`src/rtl/mod_counter.sv`:
```
// mod_counter: parametrised modulo up/down counter with wrap/saturate,
// synchronous clear/load, optional edge-qualified stepping, prescaler and
// terminal-count pulses.
module mod_counter #(
  parameter int WIDTH    = 10,
  parameter int MAX      = 1023,
  parameter int SATURATE = 0,
  parameter int EDGE     = 0,
  parameter int PRESCALE = 1
) (
  input  logic             clk,
  input  logic             reset,
  input  logic             clear,
  input  logic             load,
  input  logic [WIDTH-1:0] load_value,
  input  logic             inc,
  input  logic             dec,
  output logic [WIDTH-1:0] out,
  output logic             tc,
  output logic             zc,
  output logic             at_max,
  output logic             at_min
);

  localparam logic [WIDTH-1:0] LMAX  = WIDTH'(MAX);
  localparam int               PW    = (PRESCALE > 1) ? $clog2(PRESCALE) : 1;
  localparam logic [PW-1:0]    PLAST = PW'(PRESCALE - 1);

  logic [PW-1:0]    r_pre;
  logic             r_inc_prev;
  logic             r_dec_prev;
  logic [WIDTH-1:0] r_out;
  logic             r_tc;
  logic             r_zc;

  logic             w_tick;
  logic             w_up;
  logic             w_dn;
  logic [WIDTH-1:0] w_load_clamped;
  logic [WIDTH-1:0] w_out_nxt;
  logic             w_tc_nxt;
  logic             w_zc_nxt;

  assign w_tick = (r_pre == PLAST);
  assign w_up   = (EDGE != 0) ? (inc & ~r_inc_prev) : (inc & w_tick);
  assign w_dn   = (EDGE != 0) ? (dec & ~r_dec_prev) : (dec & w_tick);

  // Free-running prescaler 0..PRESCALE-1; only clear restarts its phase
  always_ff @(posedge clk or posedge reset) begin
    if (reset)       r_pre <= '0;
    else if (clear)  r_pre <= '0;
    else if (w_tick) r_pre <= '0;
    else             r_pre <= r_pre + 1'b1;
  end

  // Edge-detect history, sampled every cycle regardless of clear/load
  always_ff @(posedge clk or posedge reset) begin
    if (reset) begin
      r_inc_prev <= 1'b0;
      r_dec_prev <= 1'b0;
    end else begin
      r_inc_prev <= inc;
      r_dec_prev <= dec;
    end
  end

  // Next count and terminal pulses: clear > load > step; opposing steps cancel
  always_comb begin
    w_out_nxt      = r_out;
    w_tc_nxt       = 1'b0;
    w_zc_nxt       = 1'b0;
    w_load_clamped = (load_value > LMAX) ? LMAX : load_value;
    if (clear) begin
      w_out_nxt = '0;
    end else if (load) begin
      w_out_nxt = w_load_clamped;
    end else if (w_up && !w_dn) begin
      if (r_out == LMAX) begin
        w_tc_nxt = 1'b1;
        if (SATURATE == 0) w_out_nxt = '0;
      end else begin
        w_out_nxt = r_out + 1'b1;
      end
    end else if (w_dn && !w_up) begin
      if (r_out == '0) begin
        w_zc_nxt = 1'b1;
        if (SATURATE == 0) w_out_nxt = LMAX;
      end else begin
        w_out_nxt = r_out - 1'b1;
      end
    end
  end

  // Count and pulse registers
  always_ff @(posedge clk or posedge reset) begin
    if (reset) begin
      r_out <= '0;
      r_tc  <= 1'b0;
      r_zc  <= 1'b0;
    end else begin
      r_out <= w_out_nxt;
      r_tc  <= w_tc_nxt;
      r_zc  <= w_zc_nxt;
    end
  end

  assign out    = r_out;
  assign tc     = r_tc;
  assign zc     = r_zc;
  assign at_max = (r_out == LMAX);
  assign at_min = (r_out == '0);

endmodule

```
`config.mk`:
```
export PLATFORM = sky130hd
export DESIGN_NAME = mod_counter
export DESIGN_NICKNAME = d
export VERILOG_FILES = /design/src/rtl/mod_counter.sv
export SDC_FILE = /design/constraint.sdc
export NUM_CORES = 1
export LEC_CHECK = 0
export ABC_AREA = 1
export BUFFER_PORTS_ARGS = -buffer_cell sky130_fd_sc_hd__buf_2
export CAP_MARGIN = 20
export CORE_MARGIN = 5
export CORE_UTILIZATION = 40
export DETAILED_ROUTE_END_ITERATION = 8
export PLACE_DENSITY_LB_ADDON = 0.2
export SYNTH_ARGS = -nofsm -noshare
export SYNTH_HDL_FRONTEND = slang
export SYNTH_SLANG_ARGS = --single-unit
```
`constraint.sdc`:
```
create_clock -name clk -period 2 [get_ports clk]
set_clock_uncertainty 0.15 [all_clocks]
set_input_delay 0.4 -clock clk [delete_from_list [all_inputs] [get_ports clk]]
set_output_delay 0.4 -clock clk [all_outputs]
set_load 0.005 [all_outputs]
```
==> reports/summary.txt, run 1 <==
Antenna Nets Post-Route = 0
Fin Hold WS = -0.0102 ns
Via count normalized by instance count = 5.19
Number of global-route vias before repair = 1,289
Largest net degree at the start of global routing = 13
Number of endpoints with negative hold slack in the final report = 12
RSZ-0062 raised after global routing = true
Critical Path Slowest Stage Cell = sky130_fd_sc_hd__dfrtp_2
Critical path start-end classification = register to output pin
Number of inserted diodes = 0
Port bufs = 29
Number of top-level pins = 30
Placement Rows = 20
H-tree lvl count = 1
Total congestion overflow after global routing = 0
Cell accounting for the most synthesized area = sky130_fd_sc_hd__dfrtp_1
Initial antenna violation count = 0
Total wire length = 3620 µm
Syn Std Cell Area = 1240 µm²
Share of flip-flops with an asynchronous set or reset = 1.00
Final net count = 241
Number of DRC markers after the initial detailed-route iteration = 51
Number of placed cells counting well taps = 245
Number of buffers created by CTS = 3
Area share of the largest cell type after synthesis = 0.242
Main flop type after synthesis = sky130_fd_sc_hd__dfrtp_1
Placer Congestion = 0.959
Most instantiated library cell after synthesis = sky130_fd_sc_hd__nand2_1
Worst-skew pair later-pin latency = 0.27 ns
Worst path setup slack after routing = 0.0432 ns
DIE HEIGHT = 65.7 µm
Warning count from the yosys run = 0
Hold-fix buffers, CTS = 0
Final period util = 0.978
Clock tree from TritonCTS = yes
Finished Layout Cells = 252
Syn-to-layout area delta = 20.3%
Measured slew at the worst slew-check pin = 0.496 ns
Clock Sink Count = 12
Initial core utilization = 0.413
Root buffer selected by CTS = sky130_fd_sc_hd__clkbuf_4
Worst Path Max Fanout = 5
Floorplan die width = 65.7 µm
Fraction of final layout cells with drive strength greater than 1 = 0.356
Post-synth EDFFs = 0
Count of vias placed by the detailed router = 1,308
Run status = finished with violations
Flip-flop and latch count after synthesis = 12
Buf+Inv Stages, Crit Path = 2
Arrival time worst endpoint = 1.41 ns
Post-Syn Nets = 203
Number of pins exceeding their max-slew limit in the final report = 0
Delay-heaviest family, CP = flip-flops
Area used by sequential logic in the layout = 308 µm²
Post-route DRC = 0
Cell breakdown of the critical path = ha_2 > nand2_4 > nor2_8 > nand3_4 > inv_1 > buf_2
Timing-limited maximum frequency = 511 MHz
Fin Setup TNS = 0 ns
Violations in the final reports = negative hold slack
Leak = 0.000799 µW
Setup slack after placement = 0.177 ns
Dpl hpwl = 2740 µm
Worst path required time = 1.45 ns
Detailed Routing Iterations Pass 1 = 4
Placeable core area = 3000 µm²
List of most frequent post-synthesis cells = sky130_fd_sc_hd__nand2_1, sky130_fd_sc_hd__nor2_1, sky130_fd_sc_hd__dfrtp_1
Startpoint type of the worst setup path = register
Setup-violating endpoint count in the final report = 0
Avg Synthesized Cell Area = 6.78 µm²
Wire length of the first global-routing pass = 6130 µm
Crit path time final = 1.96 ns
Synth top area cells = sky130_fd_sc_hd__dfrtp_1, sky130_fd_sc_hd__nand2_1, sky130_fd_sc_hd__nor2_1, sky130_fd_sc_hd__nor2_4, sky130_fd_sc_hd__nand3_1
Die area = 4320 µm²
Worst-case vdd ir drop = 359 µV
Gate Count Post-Synth = 183
Clock tree buffer depth = 2
Multi-input gate area in the final layout = 833 µm²
Clock-pin slew on the worst setup and hold paths = 0.08 ns
Total Routing Usage GR = 0.182
Max-slew headroom at the worst pin = 0.669
Proportion of synthesized chip area in sequential cells = 0.242
Power density cells = 559 nW/µm²
Number of violations of the max-capacitance limit = 0
Total of fill cells in the finished design = 304
CP Capture Type = output pin
WL/cell = 14.4 µm
Crit path largest cell delay = 0.41 ns
Number of different library cells in the post-synthesis netlist = 28
Worst min-delay path class = primary input to async pin
## worst paths after layout
kind	from	endpoint	depth (start not counted)	slack (ns)
max reg2reg	out[3]$_DFFE_PP0P_	out[9]$_DFFE_PP0P_	10	0.32
min in group clk	clear	tc$_DFF_PP0_	2	0.18
max	out[0]$_DFFE_PP0P_	at_max	6	0.04
min reg2reg	out[7]$_DFFE_PP0P_	out[7]$_DFFE_PP0P_	2	0.46
min	reset	out[4]$_DFFE_PP0P_	2	-0.01
max in group asynchronous	reset	out[7]$_DFFE_PP0P_	2	1.35
## placed cells by master (no fill, tap or decap), drive strengths merged, types with 2 or more instances in the layout
| cell type | instances |
|---|---|
| nor2 | 34 |
| nor3 | 3 |
| clkbuf | 3 |
| nand3b | 2 |
| inv | 17 |
| nand3 | 16 |
| xor2 | 3 |
| a21oi | 5 |
| buf | 39 |
| ha | 4 |
| nand4 | 2 |
| o211ai | 2 |
| nand2 | 59 |
| dfrtp | 12 |
| o21ai | 15 |
## worst reg2reg max path, cell delays in order, from the launching register on
cell and delay [ns]:
sky130_fd_sc_hd__dfrtp_2 0.51, sky130_fd_sc_hd__nor2_2 0.20, sky130_fd_sc_hd__nand2_1 0.13, sky130_fd_sc_hd__nor2_1 0.18, sky130_fd_sc_hd__nand2_1 0.07, sky130_fd_sc_hd__nand2_1 0.06, sky130_fd_sc_hd__nand3_1 0.07, sky130_fd_sc_hd__nand2_1 0.08
sky130_fd_sc_hd__nand2_1 0.05, sky130_fd_sc_hd__nand2_1 0.05, sky130_fd_sc_hd__nand2_1 0.04
## report_power, final
| group | internal (µW) | total (µW) | leakage (µW) | switching [µW] |
|---|---|---|---|---|
| logic | 148 | 358 | 0.000637 | 209 |
| registers | 268 | 326 | 0.000148 | 57.4 |
| clock network | 69.6 | 150 | 0.0000138 | 80.4 |
## per-stage QoR
step | util | total power (µW) | instance area (µm²) | hold slack, ns
after floorplan | - | 562 | 1240 | 0.115
after global placement | 0.472 | 660 | 1420 | 0.309
after detailed placement | 0.472 | 653 | 1420 | 0.303
after CTS | 0.493 | 823 | 1480 | 0.00181
after global routing | 0.497 | 897 | 1490 | 0.0402
final | 0.497 | 834 | 1490 | -0.0102
## routing by layer
metal / vias to the layer above / GRT usage / part of all wire
li1: 661 / - / -
met1: 587 / 0.234 / 0.42
met2: 55 / 0.312 / 0.50
met3: 5 / 0.0222 / 0.068
met4: 0 / 0.0596 / 0.012
met5: - / 0 / 0
## cell type report
class / count / share of cell area
multi-input combinational: 147 / 0.558
sequential: 12 / 0.206
timing repair buffer: 39 / 0.148
inverter: 18 / 0.0453
tap: 33 / 0.0277
clock buffer: 3 / 0.0151
## flip-flops by register name (all words and copies together) (netlist names)
register / cells
out: 10
tc: 1
zc: 1
## repair_timing
action,in CTS,in global routing
endpoints found under the hold margin,0,0
pin swaps,0,1
gates resized for setup,6,3
endpoints found under the setup margin,2,2
buffers inserted,4,0
## logic make-up (layout without fill, tap and decap cells)
group	Yosys count	after routing	share of synthesized area
DFF	12	12	0.242
and+or+nand+nor	117	117	0.496
buffers and inverters	24	60	0.0988
AOI/OAI and AO/OA	23	23	0.102
adders and majority gates	4	4	0.0403
xor gates and xnor gates	3	3	0.0212
Note: power is estimated with default switching activity, not from simulation.
==> run 2, diff against run 1 <==
--- a/config.mk
+++ b/config.mk
@@ -12,6 +12,7 @@
 export CORE_UTILIZATION = 40
 export DETAILED_ROUTE_END_ITERATION = 8
 export PLACE_DENSITY_LB_ADDON = 0.2
+export RECOVER_POWER = 50
 export SYNTH_ARGS = -nofsm -noshare
 export SYNTH_HDL_FRONTEND = slang
 export SYNTH_SLANG_ARGS = --single-unit
==> run 2 against run 1 <==
Net effect:
- the flow still finishes with violations (negative hold slack)
- die area unchanged
- critical path depth unchanged
- largest cell class unchanged
- clock power about the same
- power decreased by 0.10%
- sequential share of layout area increased by 0.052 points
- critical endpoint unchanged
- routed wire length decreased by 0.58%
- flip-flop and latch count unchanged
- worst hold slack improved by 0.0056 ns
- maximum frequency about the same
- final cell count unchanged
- first-iteration DRC count unchanged
- clock-buffer cell count unchanged
==> reports/summary.txt, run 2 (synthesis results as in run 1) <==
Worst path setup slack after routing = 0.0433 ns (+0.000113 ns)
Violations in the final reports = negative hold slack
Worst-case vdd ir drop = 358 µV (about the same)
Buf+Inv Stages, Crit Path = 2 (unchanged)
Highest routed layer = met4
Root buffer selected by CTS = sky130_fd_sc_hd__clkbuf_4
Leak = 0.000787 µW (-1.6%)
Run status = finished with violations
Post-route DRC = 0 (unchanged)
Final net count = 241 (unchanged)
Measured slew at the worst slew-check pin = 0.509 ns (+0.0129 ns)
Final period util = 0.978 (about the same)
Dpl hpwl = 2740 µm (unchanged)
Number of endpoints with negative hold slack in the final report = 9 (-3)
Fraction of final layout cells with drive strength greater than 1 = 0.342 (-0.0137)
Reg-to-reg startpoint = out[3]$_DFFE_PP0P_
Antenna Nets Post-Route = 0 (unchanged)
Clock tree from TritonCTS = yes
Total Routing Usage GR = 0.182 (unchanged)
Crit path time final = 1.96 ns (-0.000113 ns)
Worst-skew pair later-pin latency = 0.27 ns (about the same)
Number of buffers created by CTS = 3 (unchanged)
R2R setup slack = 0.33 ns (about the same)
Power density cells = 559 nW/µm² (+0.15%)
Total congestion overflow after global routing = 0 (unchanged)
Setup slack after placement = 0.177 ns (unchanged)
DRT met1 WL = 1510 µm (-1.2%)
Die area = 4320 µm² (unchanged)
Worst path required time = 1.45 ns (about the same)
R2R cell count = 10 (unchanged)
Met3 layer wire length in the routed design = 258 µm (+4.5%)
Initial core utilization = 0.413 (unchanged)
Wire length of the first global-routing pass = 6130 µm (unchanged)
Delay-heaviest family, CP = flip-flops
Detailed Routing Iterations Pass 1 = 4 (unchanged)
Timing-limited maximum frequency = 511 MHz (about the same)
Number of global-route vias before repair = 1,289 (unchanged)
Syn-to-layout area delta = 20.0%
Clock-pin slew on the worst setup and hold paths = 0.08 ns (about the same)
Worst r2r dst = out[9]$_DFFE_PP0P_
Cell breakdown of the critical path = ha_2 > nand2_4 > nor2_8 > nand3_4 > inv_1 > buf_2
Number of placed cells counting well taps = 245 (unchanged)
Port bufs = 29 (unchanged)
Number of top-level pins = 30 (unchanged)
Fin Hold WS = -0.00455 ns (+0.00561 ns)
Via count normalized by instance count = 5.20 (+0.23%)
DIE HEIGHT = 65.7 µm (unchanged)
Worst Path Max Fanout = 5 (unchanged)
Critical path start-end classification = register to output pin
Number of violations of the max-capacitance limit = 0 (unchanged)
Count of vias placed by the detailed router = 1,311 (+0.23%)
Number of DRC markers after the initial detailed-route iteration = 51 (unchanged)
Total wire length = 3600 µm (-0.58%)
Number of pins exceeding their max-slew limit in the final report = 0 (unchanged)
WL/cell = 14.3 µm (-0.58%)
Max-slew headroom at the worst pin = 0.660 (-0.00860)
Largest net degree at the start of global routing = 13 (unchanged)
Finished Layout Cells = 252 (unchanged)
Commonest cells after routing, fill and taps aside = sky130_fd_sc_hd__nand2_1, sky130_fd_sc_hd__buf_2, sky130_fd_sc_hd__nor2_1, sky130_fd_sc_hd__inv_1, sky130_fd_sc_hd__nand3_1
Arrival time worst endpoint = 1.41 ns (about the same)
Total power consumption of the routed design = 833 µW (-0.10%)
Most common cell after layout, fill and taps aside = sky130_fd_sc_hd__nand2_1
Placer Congestion = 0.959 (unchanged)
Worst min-delay path class = primary input to async pin
RSZ-0062 raised after global routing = true
Critical Path Slowest Stage Cell = sky130_fd_sc_hd__dfrtp_2
Floorplan die width = 65.7 µm (unchanged)
Initial antenna violation count = 0 (unchanged)
Setup-violating endpoint count in the final report = 0 (unchanged)
Placeable core area = 3000 µm² (unchanged)
Placement Rows = 20 (unchanged)
Number of flip-flops under the largest register name = 10 (unchanged)
Wire length on met2 = 1780 µm (-0.61%)
Clock tree buffer depth = 2 (unchanged)
H-tree lvl count = 1 (unchanged)
Startpoint type of the worst setup path = register
Clock Sink Count = 12 (unchanged)
Final Core Density = 0.496 (-0.00125)
Crit path largest cell delay = 0.41 ns (about the same)
CP Capture Type = output pin
Number of inserted diodes = 0 (unchanged)
[run 2: cell count changes in the layout (fill, tap and decap cells not counted), sizes merged]
cell and delta:
clkbuf +3, buf -3
[run 2: what timing repair did]
item | CTS | global route
hold endpoints to repair | 0 | 0
hold buffers | 0 | 0
resized for setup | 6 | 3
endpoints found under the setup margin | 2 | 2
buffers inserted | 4 | 0
pin swaps | 0 | 1
[run 2: final cells by class]
type | count | area [µm²]
repair buffers | 39 | 216
inverters | 18 | 67.6
flip-flops and latches | 12 | 308
clock buffers | 3 | 22.5
well taps | 33 | 41.3
fillers | 305 | 1510
multi-input cells | 147 | 833
[run 2: through the flow]
stage	instance area, µm²	TNS (ns)
4_1_cts	1480	0
5_1_grt	1490	-0.0427
6_report	1490	0
3_5_place_dp	1420	0
3_3_place_gp	1420	0
2_1_floorplan	1240	0
[run 2: per-layer routing]
metal | vias up | GRT usage
met2 | 54 | 0.312
met5 | - | 0
met4 | 0 | 0.0596
met1 | 588 | 0.234
met3 | 5 | 0.0222
li1 | 664 | -
[run 2: power by group]
group | internal, µW | switching, µW | total [µW]
sequential | 268 | 57.4 | 326
clock | 69.6 | 80.2 | 150
combinational | 148 | 209 | 357
total | 486 | 347 | 833
[run 2: worst reg2reg max path, cell delays in order, from the launching register on]
cell and delay (ns):
sky130_fd_sc_hd__dfrtp_2 0.51, sky130_fd_sc_hd__nor2_2 0.20, sky130_fd_sc_hd__nand2_1 0.13, sky130_fd_sc_hd__nor2_1 0.18, sky130_fd_sc_hd__nand2_1 0.07, sky130_fd_sc_hd__nand2_1 0.06, sky130_fd_sc_hd__nand3_1 0.07, sky130_fd_sc_hd__nand2_1 0.08
sky130_fd_sc_hd__nand2_1 0.05, sky130_fd_sc_hd__nand2_1 0.05, sky130_fd_sc_hd__nand2_1 0.04
[run 2: how the worst max path moves through the flow]
stage	startpoint	endpoint	slack, ns	cells after the start
4_1_cts	out[0]$_DFFE_PP0P_	at_max	0.01	6
3_3_place_gp	out[1]$_DFFE_PP0P_	at_max	0.19	6
2_1_floorplan	out[1]$_DFFE_PP0P_	at_max	0.35	5
5_1_grt	out[0]$_DFFE_PP0P_	at_max	-0.04	6
6_report	out[0]$_DFFE_PP0P_	at_max	0.04	6
3_5_place_dp	out[1]$_DFFE_PP0P_	at_max	0.18	6
==> run 3, diff against run 2 <==
--- a/config.mk
+++ b/config.mk
@@ -7,9 +7,8 @@
 export LEC_CHECK = 0
 export ABC_AREA = 1
 export BUFFER_PORTS_ARGS = -buffer_cell sky130_fd_sc_hd__buf_2
-export CAP_MARGIN = 20
 export CORE_MARGIN = 5
-export CORE_UTILIZATION = 40
+export CORE_UTILIZATION = 35
 export DETAILED_ROUTE_END_ITERATION = 8
 export PLACE_DENSITY_LB_ADDON = 0.2
 export RECOVER_POWER = 50
==> run 3 against run 2 <==
Net effect:
- the run still ends with negative hold slack left
- clock power up 43%
- critical path type unchanged
- flip-flop and latch count unchanged
- combinational power decreased by 1%
- final area rose by 3.7%
- utilization decreased by 4.0 points
==> reports/summary.txt, run 3 (synthesis results as in run 1) <==
Run status = finished with violations
Violations in the final reports = negative hold slack
Root buffer selected by CTS = sky130_fd_sc_hd__clkbuf_4
Dpl hpwl = 2780 µm (+1.4%)
Multi-input gate area in the final layout = 843 µm² (+1.2%)
Clock Sink Count = 12 (unchanged)
Largest net degree at the start of global routing = 13 (unchanged)
Number of flip-flops under the largest register name = 10 (unchanged)
Area used by sequential logic in the layout = 310 µm² (+0.81%)
Placeable core area = 3390 µm² (+13%)
Arrival time worst endpoint = 1.38 ns (-0.03 ns)
Antenna Nets Post-Route = 0 (unchanged)
Placer Congestion = 0.872 (-9.1%)
Initial antenna violation count = 0 (unchanged)
Fraction of final layout cells with drive strength greater than 1 = 0.367 (+0.0241)
Final period util = 0.964 (-0.0148)
Commonest cells after routing, fill and taps aside = sky130_fd_sc_hd__nand2_1, sky130_fd_sc_hd__buf_2, sky130_fd_sc_hd__nor2_1
Number of pins exceeding their max-slew limit in the final report = 0 (unchanged)
Power density cells = 582 nW/µm² (+4.0%)
Total Routing Usage GR = 0.155 (-0.0265)
Worst path required time = 1.45 ns (about the same)
Fin Hold WS = -0.0258 ns (-0.0212 ns)
Number of endpoints with negative hold slack in the final report = 12 (+3)
Total power consumption of the routed design = 898 µW (+7.8%)
DIE HEIGHT = 69.6 µm (+5.9%)
Clock tree from TritonCTS = yes
Number of top-level pins = 30 (unchanged)
Crit path largest cell delay = 0.44 ns (+0.03 ns)
Clock-pin slew on the worst setup and hold paths = 0.10 ns (+0.02 ns)
Fin Setup TNS = 0 ns (unchanged)
Total wire length = 3580 µm (-0.50%)
R2R cell count = 10 (unchanged)
Total of fill cells in the finished design = 350 (+15%)
Worst-skew pair later-pin latency = 0.29 ns (+0.02 ns)
WL/cell = 13.4 µm (-6.1%)
Post-Layout Inst Area = 1540 µm² (+3.7%)
Total congestion overflow after global routing = 0 (unchanged)
Clock tree buffer depth = 2 (unchanged)
Count of vias placed by the detailed router = 1,302 (-0.69%)
Number of buffers created by CTS = 3 (unchanged)
Hold-fix buffers, CTS = 0 (unchanged)
Max-slew headroom at the worst pin = 0.648 (-0.0124)
Timing-limited maximum frequency = 519 MHz (+1.5%)
R2R setup slack = 0.31 ns (-0.02 ns)
Worst min-delay path class = primary input to async pin
Number of violations of the max-capacitance limit = 0 (unchanged)
RSZ-0062 raised after global routing = false
Total cell area at the placement stage = 1430 µm² (+1.1%)
Crit path time final = 1.93 ns (-0.0296 ns)
Worst path setup slack after routing = 0.0729 ns (+0.0296 ns)
Reg-to-reg startpoint = out[1]$_DFFE_PP0P_
Final net count = 242 (+0.41%)
Initial core utilization = 0.366 (-0.0471)
Worst Path Max Fanout = 4 (-1)
Via count normalized by instance count = 4.88 (-6.3%)
Number of inserted diodes = 0 (unchanged)
Number of global-route vias before repair = 1,278 (-0.85%)
Number of DRC markers after the initial detailed-route iteration = 67 (+31%)
Critical path start-end classification = register to output pin
Placement Rows = 21 (+5.0%)
Syn-to-layout area delta = 24.4%
Port bufs = 29 (unchanged)
Most common cell after layout, fill and taps aside = sky130_fd_sc_hd__nand2_1
H-tree lvl count = 1 (unchanged)
Floorplan die width = 69.6 µm (+5.9%)
Setup-violating endpoint count in the final report = 0 (unchanged)
Leak = 0.000808 µW (+2.7%)
Measured slew at the worst slew-check pin = 0.527 ns (+0.0186 ns)
CP Capture Type = output pin
Setup slack after placement = 0.172 ns (-0.00460 ns)
Wire length of the first global-routing pass = 6110 µm (-0.46%)
Worst r2r dst = out[7]$_DFFE_PP0P_
Post-route DRC = 0 (unchanged)
Critical Path Slowest Stage Cell = sky130_fd_sc_hd__dfrtp_2
Buf+Inv Stages, Crit Path = 2 (unchanged)
Cell breakdown of the critical path = ha_4 > nand2_4 > nor2_8 > nand3_4 > inv_1 > buf_2
Startpoint type of the worst setup path = register
Delay-heaviest family, CP = flip-flops
Die area = 4840 µm² (+12%)
Detailed Routing Iterations Pass 1 = 4 (unchanged)
Worst-case vdd ir drop = 240 µV (-33%)
==> run 3: repair_timing <==
action,in CTS,in global routing
setup endpoints to repair,2,2
resized for setup,6,7
buffers inserted,1,4
pin swaps,0,2
==> run 3: metal layers <==
layer  track usage  part of all wire  wire length (µm)
met1         0.207              0.47              1680
met2         0.249              0.48              1710
met3        0.0159             0.031               111
met4        0.0759             0.021                75
met5             0                 0                 0
==> run 3: metrics by stage <==
stage	util	instances
floorplan	-	183
detailed placement	0.423	258
finish	0.456	267
global placement	0.423	258
global route	0.456	267
CTS	0.441	263
==> run 3: worst max path at each step <==
stage                                   from  depth (start not counted)  slack [ns]                 end
final                     out[0]$_DFFE_PP0P_                          6        0.07              at_max
after global routing      out[8]$_DFFE_PP0P_                          5       0.009              at_max
after CTS                 out[0]$_DFFE_PP0P_                          5      -0.009              at_min
after detailed placement  out[0]$_DFFE_PP0P_                          6        0.17              at_max
after global placement                   dec                          9        0.16  out[4]$_DFFE_PP0P_
after floorplan           out[1]$_DFFE_PP0P_                          5        0.35              at_max
==> run 3: layout make-up <==
| type | instances | share of cell area |
|---|---|---|
| flip-flops and latches | 12 | 0.201 |
| repair buffers | 40 | 0.147 |
| inverters | 18 | 0.0454 |
| well taps | 46 | 0.0373 |
| multi-input cells | 147 | 0.546 |
| clock buffers | 4 | 0.0235 |
==> run 3: power breakdown <==
part | switching [µW] | internal (µW) | leakage (µW)
clock network | 103 | 111 | 0.0000210
logic | 203 | 150 | 0.000641
registers | 61.6 | 269 | 0.000146
total | 368 | 530 | 0.000808
